### config.mk
export PLATFORM = sky130hd
export DESIGN_NAME = crypto_rsa
export DESIGN_NICKNAME = d
export VERILOG_FILES = /design/src/rtl/crypto_rsa_pkg.sv /design/src/rtl/crypto_rsa_modmul.sv /design/src/rtl/crypto_rsa.sv
export SDC_FILE = /design/constraint.sdc
export NUM_CORES = 1
export LEC_CHECK = 0
export CAP_MARGIN = 20
export CORE_MARGIN = 1
export CORE_UTILIZATION = 50
export CTS_BUF_LIST = sky130_fd_sc_hd__clkbuf_16
export CTS_CLUSTER_DIAMETER = 30
export DETAILED_ROUTE_END_ITERATION = 12
export PLACE_DENSITY = 0.79
export REMOVE_ABC_BUFFERS = 1
export SETUP_SLACK_MARGIN = 0.4
export SLEW_MARGIN = 20
export SYNTH_ARGS = -nofsm -noshare
export SYNTH_HDL_FRONTEND = slang
export SYNTH_SLANG_ARGS = --single-unit
### constraint.sdc
create_clock -name clk -period 12.2 [get_ports clk]
set_input_delay 1.22 -clock clk [delete_from_list [all_inputs] [get_ports clk]]
set_output_delay 1.22 -clock clk [all_outputs]
set_load 0.02 [all_outputs]
### src/rtl/crypto_rsa_pkg.sv
// rtl/crypto_rsa_pkg.sv - shared types and constants for the RSA modular-exponentiation engine
//
// Contents:
//   DEFAULT_WIDTH : default operand width for key, n, plaintext and ciphertext
//   state_t       : top-level sequencer states
package crypto_rsa_pkg;

    localparam int DEFAULT_WIDTH = 32;

    typedef enum logic [2:0] {
        IDLE   = 3'd0,
        REDUCE = 3'd1,
        MUL    = 3'd2,
        SQR    = 3'd3,
        DONE   = 3'd4
    } state_t;

endpackage

### src/rtl/crypto_rsa_modmul.sv
// rtl/crypto_rsa_modmul.sv - interleaved shift-add modular multiplier, one multiplier bit per cycle
//
// Ports:
//   clk    : rising-edge clock
//   reset  : synchronous active-low reset
//   start  : capture a/b/n and clear the accumulator (no step is taken on this edge)
//   a      : multiplier, consumed MSB first
//   b      : multiplicand, must be < n (b=1 is also allowed for plain reduction)
//   n      : modulus
//   busy   : a step is taken on the next edge
//   done   : the step taken on the next edge is the last one; r is the final product
//   r      : combinational result of the step in progress (a*b mod n when done=1)
//
// The product is offered combinationally during the final step so the sequencer can
// capture it and restart the multiplier on the same edge, with no idle cycle between
// multiplications.
import crypto_rsa_pkg::*;

module crypto_rsa_modmul #(
    parameter int WIDTH = DEFAULT_WIDTH
) (
    input  logic             clk,
    input  logic             reset,
    input  logic             start,
    input  logic [WIDTH-1:0] a,
    input  logic [WIDTH-1:0] b,
    input  logic [WIDTH-1:0] n,
    output logic             busy,
    output logic             done,
    output logic [WIDTH-1:0] r
);

    localparam int CW = $clog2(WIDTH + 1);

    logic [WIDTH-1:0] a_sh;
    logic [WIDTH-1:0] b_r;
    logic [WIDTH-1:0] n_r;
    logic [WIDTH+1:0] acc;
    logic [CW-1:0]    cnt;

    logic [WIDTH+1:0] sum;
    logic [WIDTH+1:0] sub1;
    logic [WIDTH+1:0] step_r;
    logic [WIDTH+1:0] n_ext;

    // acc < n and b < n keep 2*acc + b below 3n, so two conditional subtractions
    // always bring the accumulator back below n, and WIDTH+2 bits never overflow.
    always_comb begin
        n_ext  = {2'b00, n_r};
        sum    = (acc << 1) + (a_sh[WIDTH-1] ? {2'b00, b_r} : '0);
        sub1   = (sum  >= n_ext) ? (sum  - n_ext) : sum;
        step_r = (sub1 >= n_ext) ? (sub1 - n_ext) : sub1;
    end

    assign busy = (cnt != '0);
    assign done = (cnt == CW'(1));
    assign r    = step_r[WIDTH-1:0];

    always_ff @(posedge clk) begin
        if (!reset) begin
            a_sh <= '0;
            b_r  <= '0;
            n_r  <= '0;
            acc  <= '0;
            cnt  <= '0;
        end else if (start) begin
            a_sh <= a;
            b_r  <= b;
            n_r  <= n;
            acc  <= '0;
            cnt  <= CW'(WIDTH);
        end else if (busy) begin
            a_sh <= a_sh << 1;
            acc  <= step_r;
            cnt  <= cnt - CW'(1);
        end
    end

endmodule

### src/rtl/crypto_rsa.sv
// rtl/crypto_rsa.sv - constant-time RSA engine: ciphertext = plaintext^key mod n
//
// Ports:
//   clk        : rising-edge clock
//   reset      : synchronous active-low reset
//   key        : exponent, captured on load
//   n          : modulus, captured on load
//   plaintext  : base, captured on load
//   load       : capture key/n/plaintext (only while ready)
//   encrypt    : start a run from the captured operands (only while ready and not loading)
//   ready      : 1 = idle with ciphertext valid, 0 = busy
//   ciphertext : result of the last completed run
//
// Right-to-left binary exponentiation: for each key bit (LSB first) one MUL pass and
// one SQR pass, each a full WIDTH-cycle modular multiply, regardless of the key bit.
import crypto_rsa_pkg::*;

module crypto_rsa #(
    parameter int WIDTH = DEFAULT_WIDTH
) (
    input  logic             clk,
    input  logic             reset,
    input  logic [WIDTH-1:0] key,
    input  logic [WIDTH-1:0] n,
    input  logic [WIDTH-1:0] plaintext,
    input  logic             load,
    input  logic             encrypt,
    output logic             ready,
    output logic [WIDTH-1:0] ciphertext
);

    localparam int IW = (WIDTH > 1) ? $clog2(WIDTH) : 1;

    state_t state, next_state;

    logic [WIDTH-1:0] key_r;
    logic [WIDTH-1:0] n_r;
    logic [WIDTH-1:0] pt_r;
    logic [WIDTH-1:0] base;
    logic [WIDTH-1:0] result;
    logic [IW-1:0]    bit_idx;
    logic             kick;

    logic             mm_start;
    logic [WIDTH-1:0] mm_a;
    logic [WIDTH-1:0] mm_b;
    logic             mm_busy;
    logic             mm_done;
    logic [WIDTH-1:0] mm_r;

    logic [WIDTH-1:0] one_mod_n;
    logic             last_bit;

    // 1 mod n: zero for n==0 and n==1, which forces every later product to zero.
    assign one_mod_n = {{(WIDTH-1){1'b0}}, (n_r > WIDTH'(1))};
    assign last_bit  = (bit_idx == IW'(WIDTH - 1));

    crypto_rsa_modmul #(
        .WIDTH (WIDTH)
    ) u_modmul (
        .clk   (clk),
        .reset (reset),
        .start (mm_start),
        .a     (mm_a),
        .b     (mm_b),
        .n     (n_r),
        .busy  (mm_busy),
        .done  (mm_done),
        .r     (mm_r)
    );

    always_ff @(posedge clk) begin
        if (!reset) begin
            state <= IDLE;
        end else begin
            state <= next_state;
        end
    end

    // Each phase restarts the multiplier on the edge where the previous one finishes,
    // feeding it the freshly produced product where the next phase depends on it.
    always_comb begin
        next_state = state;
        mm_start   = 1'b0;
        mm_a       = '0;
        mm_b       = '0;
        case (state)
            IDLE: begin
                if (encrypt && !load) begin
                    next_state = REDUCE;
                end
            end
            REDUCE: begin
                if (kick) begin
                    mm_start = 1'b1;
                    mm_a     = pt_r;
                    mm_b     = WIDTH'(1);
                end else if (mm_done) begin
                    next_state = MUL;
                    mm_start   = 1'b1;
                    mm_a       = one_mod_n;
                    mm_b       = mm_r;
                end
            end
            MUL: begin
                if (mm_done) begin
                    next_state = SQR;
                    mm_start   = 1'b1;
                    mm_a       = base;
                    mm_b       = base;
                end
            end
            SQR: begin
                if (mm_done) begin
                    if (last_bit) begin
                        next_state = DONE;
                    end else begin
                        next_state = MUL;
                        mm_start   = 1'b1;
                        mm_a       = result;
                        mm_b       = mm_r;
                    end
                end
            end
            DONE: begin
                next_state = IDLE;
            end
            default: begin
                next_state = IDLE;
            end
        endcase
    end

    always_ff @(posedge clk) begin
        if (!reset) begin
            key_r      <= '0;
            n_r        <= '0;
            pt_r       <= '0;
            base       <= '0;
            result     <= '0;
            bit_idx    <= '0;
            kick       <= 1'b0;
            ready      <= 1'b1;
            ciphertext <= '0;
        end else begin
            case (state)
                IDLE: begin
                    if (load) begin
                        key_r <= key;
                        n_r   <= n;
                        pt_r  <= plaintext;
                    end else if (encrypt) begin
                        kick    <= 1'b1;
                        ready   <= 1'b0;
                        bit_idx <= '0;
                    end
                end
                REDUCE: begin
                    kick <= 1'b0;
                    if (!kick && mm_done) begin
                        base   <= mm_r;
                        result <= one_mod_n;
                    end
                end
                MUL: begin
                    // The multiply always runs; only the write-back depends on the key bit.
                    if (mm_done && key_r[bit_idx]) begin
                        result <= mm_r;
                    end
                end
                SQR: begin
                    if (mm_done) begin
                        base <= mm_r;
                        if (!last_bit) begin
                            bit_idx <= bit_idx + IW'(1);
                        end
                    end
                end
                DONE: begin
                    ciphertext <= result;
                    ready      <= 1'b1;
                end
                default: begin
                    ready <= 1'b1;
                end
            endcase
        end
    end

endmodule

Word level (Yosys, flattened, before mapping). Cells that the tools add are included.

Add/subtract/negate cells: 5. Reduce and logical (&&, ||, !) cells: 21. Equality and inequality tests: 16. Muxes and demuxes: 49. Order comparisons: 4. Bitwise gates (word level): 2.

Operators by type and width (number): 32-bit two-way mux (15); 32-bit one-hot mux with 3 select lines (2); 32-bit one-hot mux with 2 select lines (2); 34-bit by 32-bit >= comparator with 1-bit output (2); 34-bit by 32-bit adder with 34-bit output (1); 34-bit two-way mux (1); 34-bit by 32-bit subtractor with 34-bit output (1); 33-bit two-way mux (1); 33-bit by 32-bit subtractor with 33-bit output (1); 32-bit by 1-bit > comparator with 1-bit output, second input constant (1); 5-bit two-way mux (4); 2-bit != test, second input constant (10); 3-bit two-way mux (6); 6-bit two-way mux (2); 3-bit one-hot mux with 4 select lines (1); 3-bit AND reduction (4); 1-bit two-way mux (10); 5-bit one-hot mux with 2 select lines (1); 5-bit AND reduction (2); 2-bit nonzero test (5); 3-bit by 2-bit equality test with 1-bit output, second input constant (2); 6-bit by 1-bit equality test with 1-bit output, second input constant (1); 5-bit by 6-bit < comparator with 1-bit output, second input constant (1); 6-bit nonzero test (1); 15 further kinds (20).

Register bits: 337. Logic and storage cells: 113. Input bits: 100.

Depth between registers and ports, before layout.
Word-level depth: 9. Gate-level depth with buffers: 40. Depth with buffers taken out: 36.

Cells and area by module. Synthesis repeated with hierarchy kept, for this count alone.

Cells, all modules: 2476. Area, all modules: 19874.1 µm².

By module, submodules not included: crypto_rsa_modmul (times used 1, seq. area each 2702.6 µm², cells an instance 1411, area each 11536.1 µm²); crypto_rsa (times used 1, seq. area each 4043.9 µm², cells an instance 1065, area each 8338.0 µm²).

Worst setup path before layout. No wires, ideal clock.

Path kind: register -> register. Start: reg u_modmul.a_sh[31]. End: reg base[0]. Clock period less this slack: 7622 ps. Data required time: 12124 ps. Arrival time: 7546 ps. Setup slack: 4578 ps. Buffers on the path: 4. Stages on the path, launching flop included: 38. Cells stage by stage: dfxtp_1 -> clkbuf_1 -> nand2_1 -> inv_1 -> ha_1 -> a211oi_1 -> o21ai_0 -> o21ai_0 -> a21oi_1 -> a211o_1 -> a21boi_0 -> nor3_1 -> a311o_1 -> ha_1 -> nand4_1 -> nor3_1 -> nand2_1 -> o41ai_1 -> [2 not listed] -> nor3_4 -> inv_1 -> clkbuf_1 -> mux2_2 -> ha_1 -> clkbuf_1 -> a21oi_1 -> o21bai_1 -> a21oi_1 -> o21ai_0 -> a21oi_1 -> o211ai_1 -> a211o_1 -> a211oi_4 -> and2_1 -> buf_4 -> mux2_2 -> o22ai_1.

Cells in the longest elaborated chain, start to end: 8.

RTL lines: start, declared (RTL line crypto_rsa_modmul.sv:35) `logic [WIDTH-1:0] a_sh;`; start signal, assigned (RTL line crypto_rsa_modmul.sv:73) `a_sh <= a_sh << 1;`; 32-bit two-way mux (*) (RTL line crypto_rsa_modmul.sv:50) `sum = (acc << 1) + (a_sh[WIDTH-1] ? {2'b00, b_r} : '0);`; 34-bit by 32-bit adder with 34-bit output (*) (RTL line crypto_rsa_modmul.sv:50); 34-bit by 32-bit subtractor with 34-bit output / 34-bit by 32-bit >= comparator with 1-bit output (equally long branches) (RTL line crypto_rsa_modmul.sv:51) `sub1 = (sum >= n_ext) ? (sum - n_ext) : sum;`; 34-bit two-way mux (*) (RTL line crypto_rsa_modmul.sv:51); 33-bit by 32-bit subtractor with 33-bit output / 34-bit by 32-bit >= comparator with 1-bit output (equally long branches) (RTL line crypto_rsa_modmul.sv:52) `step_r = (sub1 >= n_ext) ? (sub1 - n_ext) : sub1;`; 33-bit two-way mux (*) (RTL line crypto_rsa_modmul.sv:52); 32-bit two-way mux, on equally long branches (RTL line crypto_rsa.sv:172, crypto_rsa.sv:160); 32-bit one-hot mux with 2 select lines (*) (RTL line crypto_rsa.sv:146) `case (state)`; end signal, assigned (RTL line crypto_rsa.sv:161) `base <= mm_r;`; end signal, assigned (RTL line crypto_rsa.sv:173) `base <= mm_r;`; end, declared (RTL line crypto_rsa.sv:39) `logic [WIDTH-1:0] base;`.

Every way passes the cells marked *; elsewhere a longest branch is shown, timed or not. The select of a mux whose other input is x is not followed. A chain may end at the register's enable or synchronous reset.

Final worst setup path.
Start: reg u_modmul.a_sh[31]. End: reg result[0].

Cells in the longest elaborated chain, start to end: 8.

RTL lines: 32-bit two-way mux (*) (RTL line crypto_rsa_modmul.sv:50); 34-bit by 32-bit adder with 34-bit output (*) (RTL line crypto_rsa_modmul.sv:50); 34-bit by 32-bit subtractor with 34-bit output / 34-bit by 32-bit >= comparator with 1-bit output (equally long branches) (RTL line crypto_rsa_modmul.sv:51); 34-bit two-way mux (*) (RTL line crypto_rsa_modmul.sv:51); 33-bit by 32-bit subtractor with 33-bit output / 34-bit by 32-bit >= comparator with 1-bit output (equally long branches) (RTL line crypto_rsa_modmul.sv:52); 33-bit two-way mux (*) (RTL line crypto_rsa_modmul.sv:52); 32-bit two-way mux (*) (RTL line crypto_rsa.sv:167) `if (mm_done && key_r[bit_idx]) begin`; 32-bit one-hot mux with 2 select lines (*) (RTL line crypto_rsa.sv:146); end signal, assigned (RTL line crypto_rsa.sv:162) `result <= one_mod_n;`; end signal, assigned (RTL line crypto_rsa.sv:168) `result <= mm_r;`; end, declared (RTL line crypto_rsa.sv:40) `logic [WIDTH-1:0] result;`.

Marks and branches as above.

==> results.sh <==
export IMPL_whs_ps=451
export IMPL_critPathMaxFanout=45
export IMPL_htree_levels=3
export IMPL_synth_cell_types=80
export IMPL_ys_top_cells_by_area="dfxtp_1, a21oi_1, nand2_1"
export IMPL_drtIter0Drc=1389
export IMPL_die_w_um=197
export IMPL_fin_util_pct=61.9
export IMPL_cap_violations=0
export IMPL_hold_buffers=0
export IMPL_drt_pass1_iterations=6
export IMPL_wirelength_um=59200
export IMPL_hp_class="reg -> reg"
export IMPL_setup_tns_ps=0
export IMPL_die_area_mm2=0.0389
export IMPL_area_delta_synth_final_pct=22.1
export IMPL_diodes=0
export IMPL_synth_ff_type="dfxtp_1"
export IMPL_outcome="completed"
export IMPL_grt_use_total_pct=30.4
export IMPL_ctsResizeCount=0
export IMPL_tightest_slew_ps=1070
export IMPL_max_stage_delay_ps=810
export IMPL_hold_start="n_r[0]"
export IMPL_antenna_found_initial=0
export IMPL_min_period_ps=9990
export IMPL_yosys_top_cells_count="nand2_1, a21oi_1, dfxtp_1, o21ai_0, clkbuf_1"
export IMPL_crit_slowest_cell="dfxtp_1"
export IMPL_ys_seq_elements=337
export IMPL_port_buffers=132
export IMPL_critical_path_arrival_ps=10490
export IMPL_cts_root_buf="clkbuf_16"
export IMPL_grt_max_degree=94
export IMPL_crit_start="u_modmul.a_sh[31]"
export IMPL_slew_viol_final=0
export IMPL_worstSetupEndpointType="flop"
export IMPL_fin_crit_sh_pct=81.9
export IMPL_synth_top_area_share_pct=35.4
export IMPL_clockBufferDepth=3
export IMPL_rsz0062_at_grt="false"
export IMPL_rr_startpoint="u_modmul.a_sh[31]"
export IMPL_max_freq_mhz=100
export IMPL_nets=2755
export IMPL_async_reset_ff_share_pct=0
export IMPL_grt_first_pass_wirelength_um=94300
export IMPL_start_util_pct=50.7
export IMPL_hold_violations=0
export IMPL_place_congestion=1.00
export IMPL_crit_top_cell="a21oi_1"
export IMPL_postCtsSetupBuffers=0
export IMPL_syn_instance_count=2473
export IMPL_ios=133
export IMPL_path_clk_slew_ps=50
export IMPL_grt_pass1_vias=18050
export IMPL_stdcell_area_mm2=0.0233
export IMPL_vias=18518
export IMPL_synth_area_per_cell_um2=7.70
export IMPL_antenna_left=0
export IMPL_clock_skew_ps=31.0
export IMPL_die_h_um=197
export IMPL_postPlaceCellArea_mm2=0.0206
export IMPL_wl_per_cell_um=18.9
export IMPL_vias_per_cell=5.93
export IMPL_yosysTopAreaCell="dfxtp_1"
export IMPL_start_kind="flop"
export IMPL_rows=71
export IMPL_path_class="reg -> reg"
export IMPL_synth_most_common_cell="nand2_1"
export IMPL_synth_edf_count=0
export IMPL_clock_sinks=337
export IMPL_slew_limit_headroom_pct=27.8
export IMPL_crit_required_ps=12700
export IMPL_coreArea_mm2=0.0376
export IMPL_fill_cells=3222
export IMPL_cts_buffers=76
export IMPL_clock_latency_ps=610
export IMPL_grt_ovfl_total=0
export IMPL_drc_errors=0
export IMPL_drive_gt1_share_pct=8.00
export IMPL_yosysWarnings=0
export IMPL_cts_tree="built"
export IMPL_setup_viol=0
export IMPL_syn_area_mm2=0.0190
export IMPL_hpwl_um=41300
export IMPL_synth_seq_area_share_pct=35.4
[flip-flops by register name, summed over array words and instances (netlist names), 5 cells and up]
name           count
base              32
bit_idx            5
ciphertext        32
key_r             32
n_r               32
pt_r              32
result            32
u_modmul.a_sh     32
u_modmul.acc      33
u_modmul.b_r      32
u_modmul.cnt       6
u_modmul.n_r      32
[per-layer routing]
layer  vias up  global-route usage, %  routed length, um
li1       8925                      -                  -
met1      8712                   35.9              23900
met2       694                   52.1              28900
met3       187                   5.69               3720
met4         0                   16.1               2750
met5         -                      0                  0
[layout by cell type, fill, tap and decap left out, types with 20 or more instances in the layout]
| cell | Yosys | layout |
|---|---|---|
| nand2_1 | 536 | 534 |
| a21oi_1 | 406 | 406 |
| dfxtp_1 | 337 | 337 |
| o21ai_0 | 140 | 140 |
| clkdlybuf4s50_1 | 0 | 131 |
| ha_1 | 99 | 99 |
| nor2_1 | 98 | 96 |
| inv_1 | 81 | 90 |
| clkbuf_16 | 0 | 76 |
| xnor2_1 | 54 | 54 |
| a21o_1 | 48 | 48 |
| and2_1 | 39 | 38 |
| xor2_1 | 32 | 32 |
| nand3_1 | 32 | 31 |
| a22oi_1 | 29 | 29 |
| o21ai_1 | 27 | 26 |
| nor3_1 | 27 | 24 |
| a211oi_1 | 21 | 21 |
| a222oi_1 | 21 | 21 |
| buf_4 | 2 | 20 |
[critical path, delay by kind of cell, from the launching register on]
family / cells / cell delay (ps)
AO/OA/AOI/OAI: 18 / 4240
AND/OR/NAND/NOR: 8 / 1890
adder cells (fa/ha/maj): 4 / 1170
buffers and inverters: 4 / 960
flip-flops: 1 / 810
multiplexers: 1 / 440
XOR/XNOR: 1 / 320
[final cells by class]
type	count	area (um^2)	share of cell area, %
multi-input cells	1904	11500	49.2
flip-flops and latches	337	6750	29.0
clock buffers	76	1900	8.17
repair buffers	152	1470	6.30
clock inverters	63	749	3.22
well taps	511	639	2.75
inverters	82	313	1.34
[kinds of logic after synthesis]
| family | after synthesis | share of synthesized area, % |
|---|---|---|
| AND/OR/NAND/NOR | 817 | 18.3 |
| multiplexers | 52 | 3.92 |
| buffers and inverters | 232 | 4.78 |
| flip-flops | 337 | 35.4 |
| AO/OA/AOI/OAI | 847 | 26.8 |
| adder cells (fa/ha/maj) | 102 | 6.82 |
| XOR/XNOR | 86 | 3.95 |
[final timing paths]
| path | end | slack (ps) | depth (start not counted) |
|---|---|---|---|
| hold reg to reg | u_modmul.n_r[0] | 450 | 2 |
| setup / recovery | result[0] | 2210 | 36 |
| setup reg to reg | result[0] | 2210 | 36 |
| hold / removal | u_modmul.n_r[0] | 450 | 2 |
[per-stage QoR]
step	instances	worst slack (ps)
after detailed placement	2986	2460
after CTS	3125	2320
final	3125	2210
after global routing	3125	1450
after floorplan	2323	3670
after global placement	2986	2750
Power is left out: the tool's default activity adds up to more than one toggle a clock period on the data nets, which glitch-free logic cannot reach.
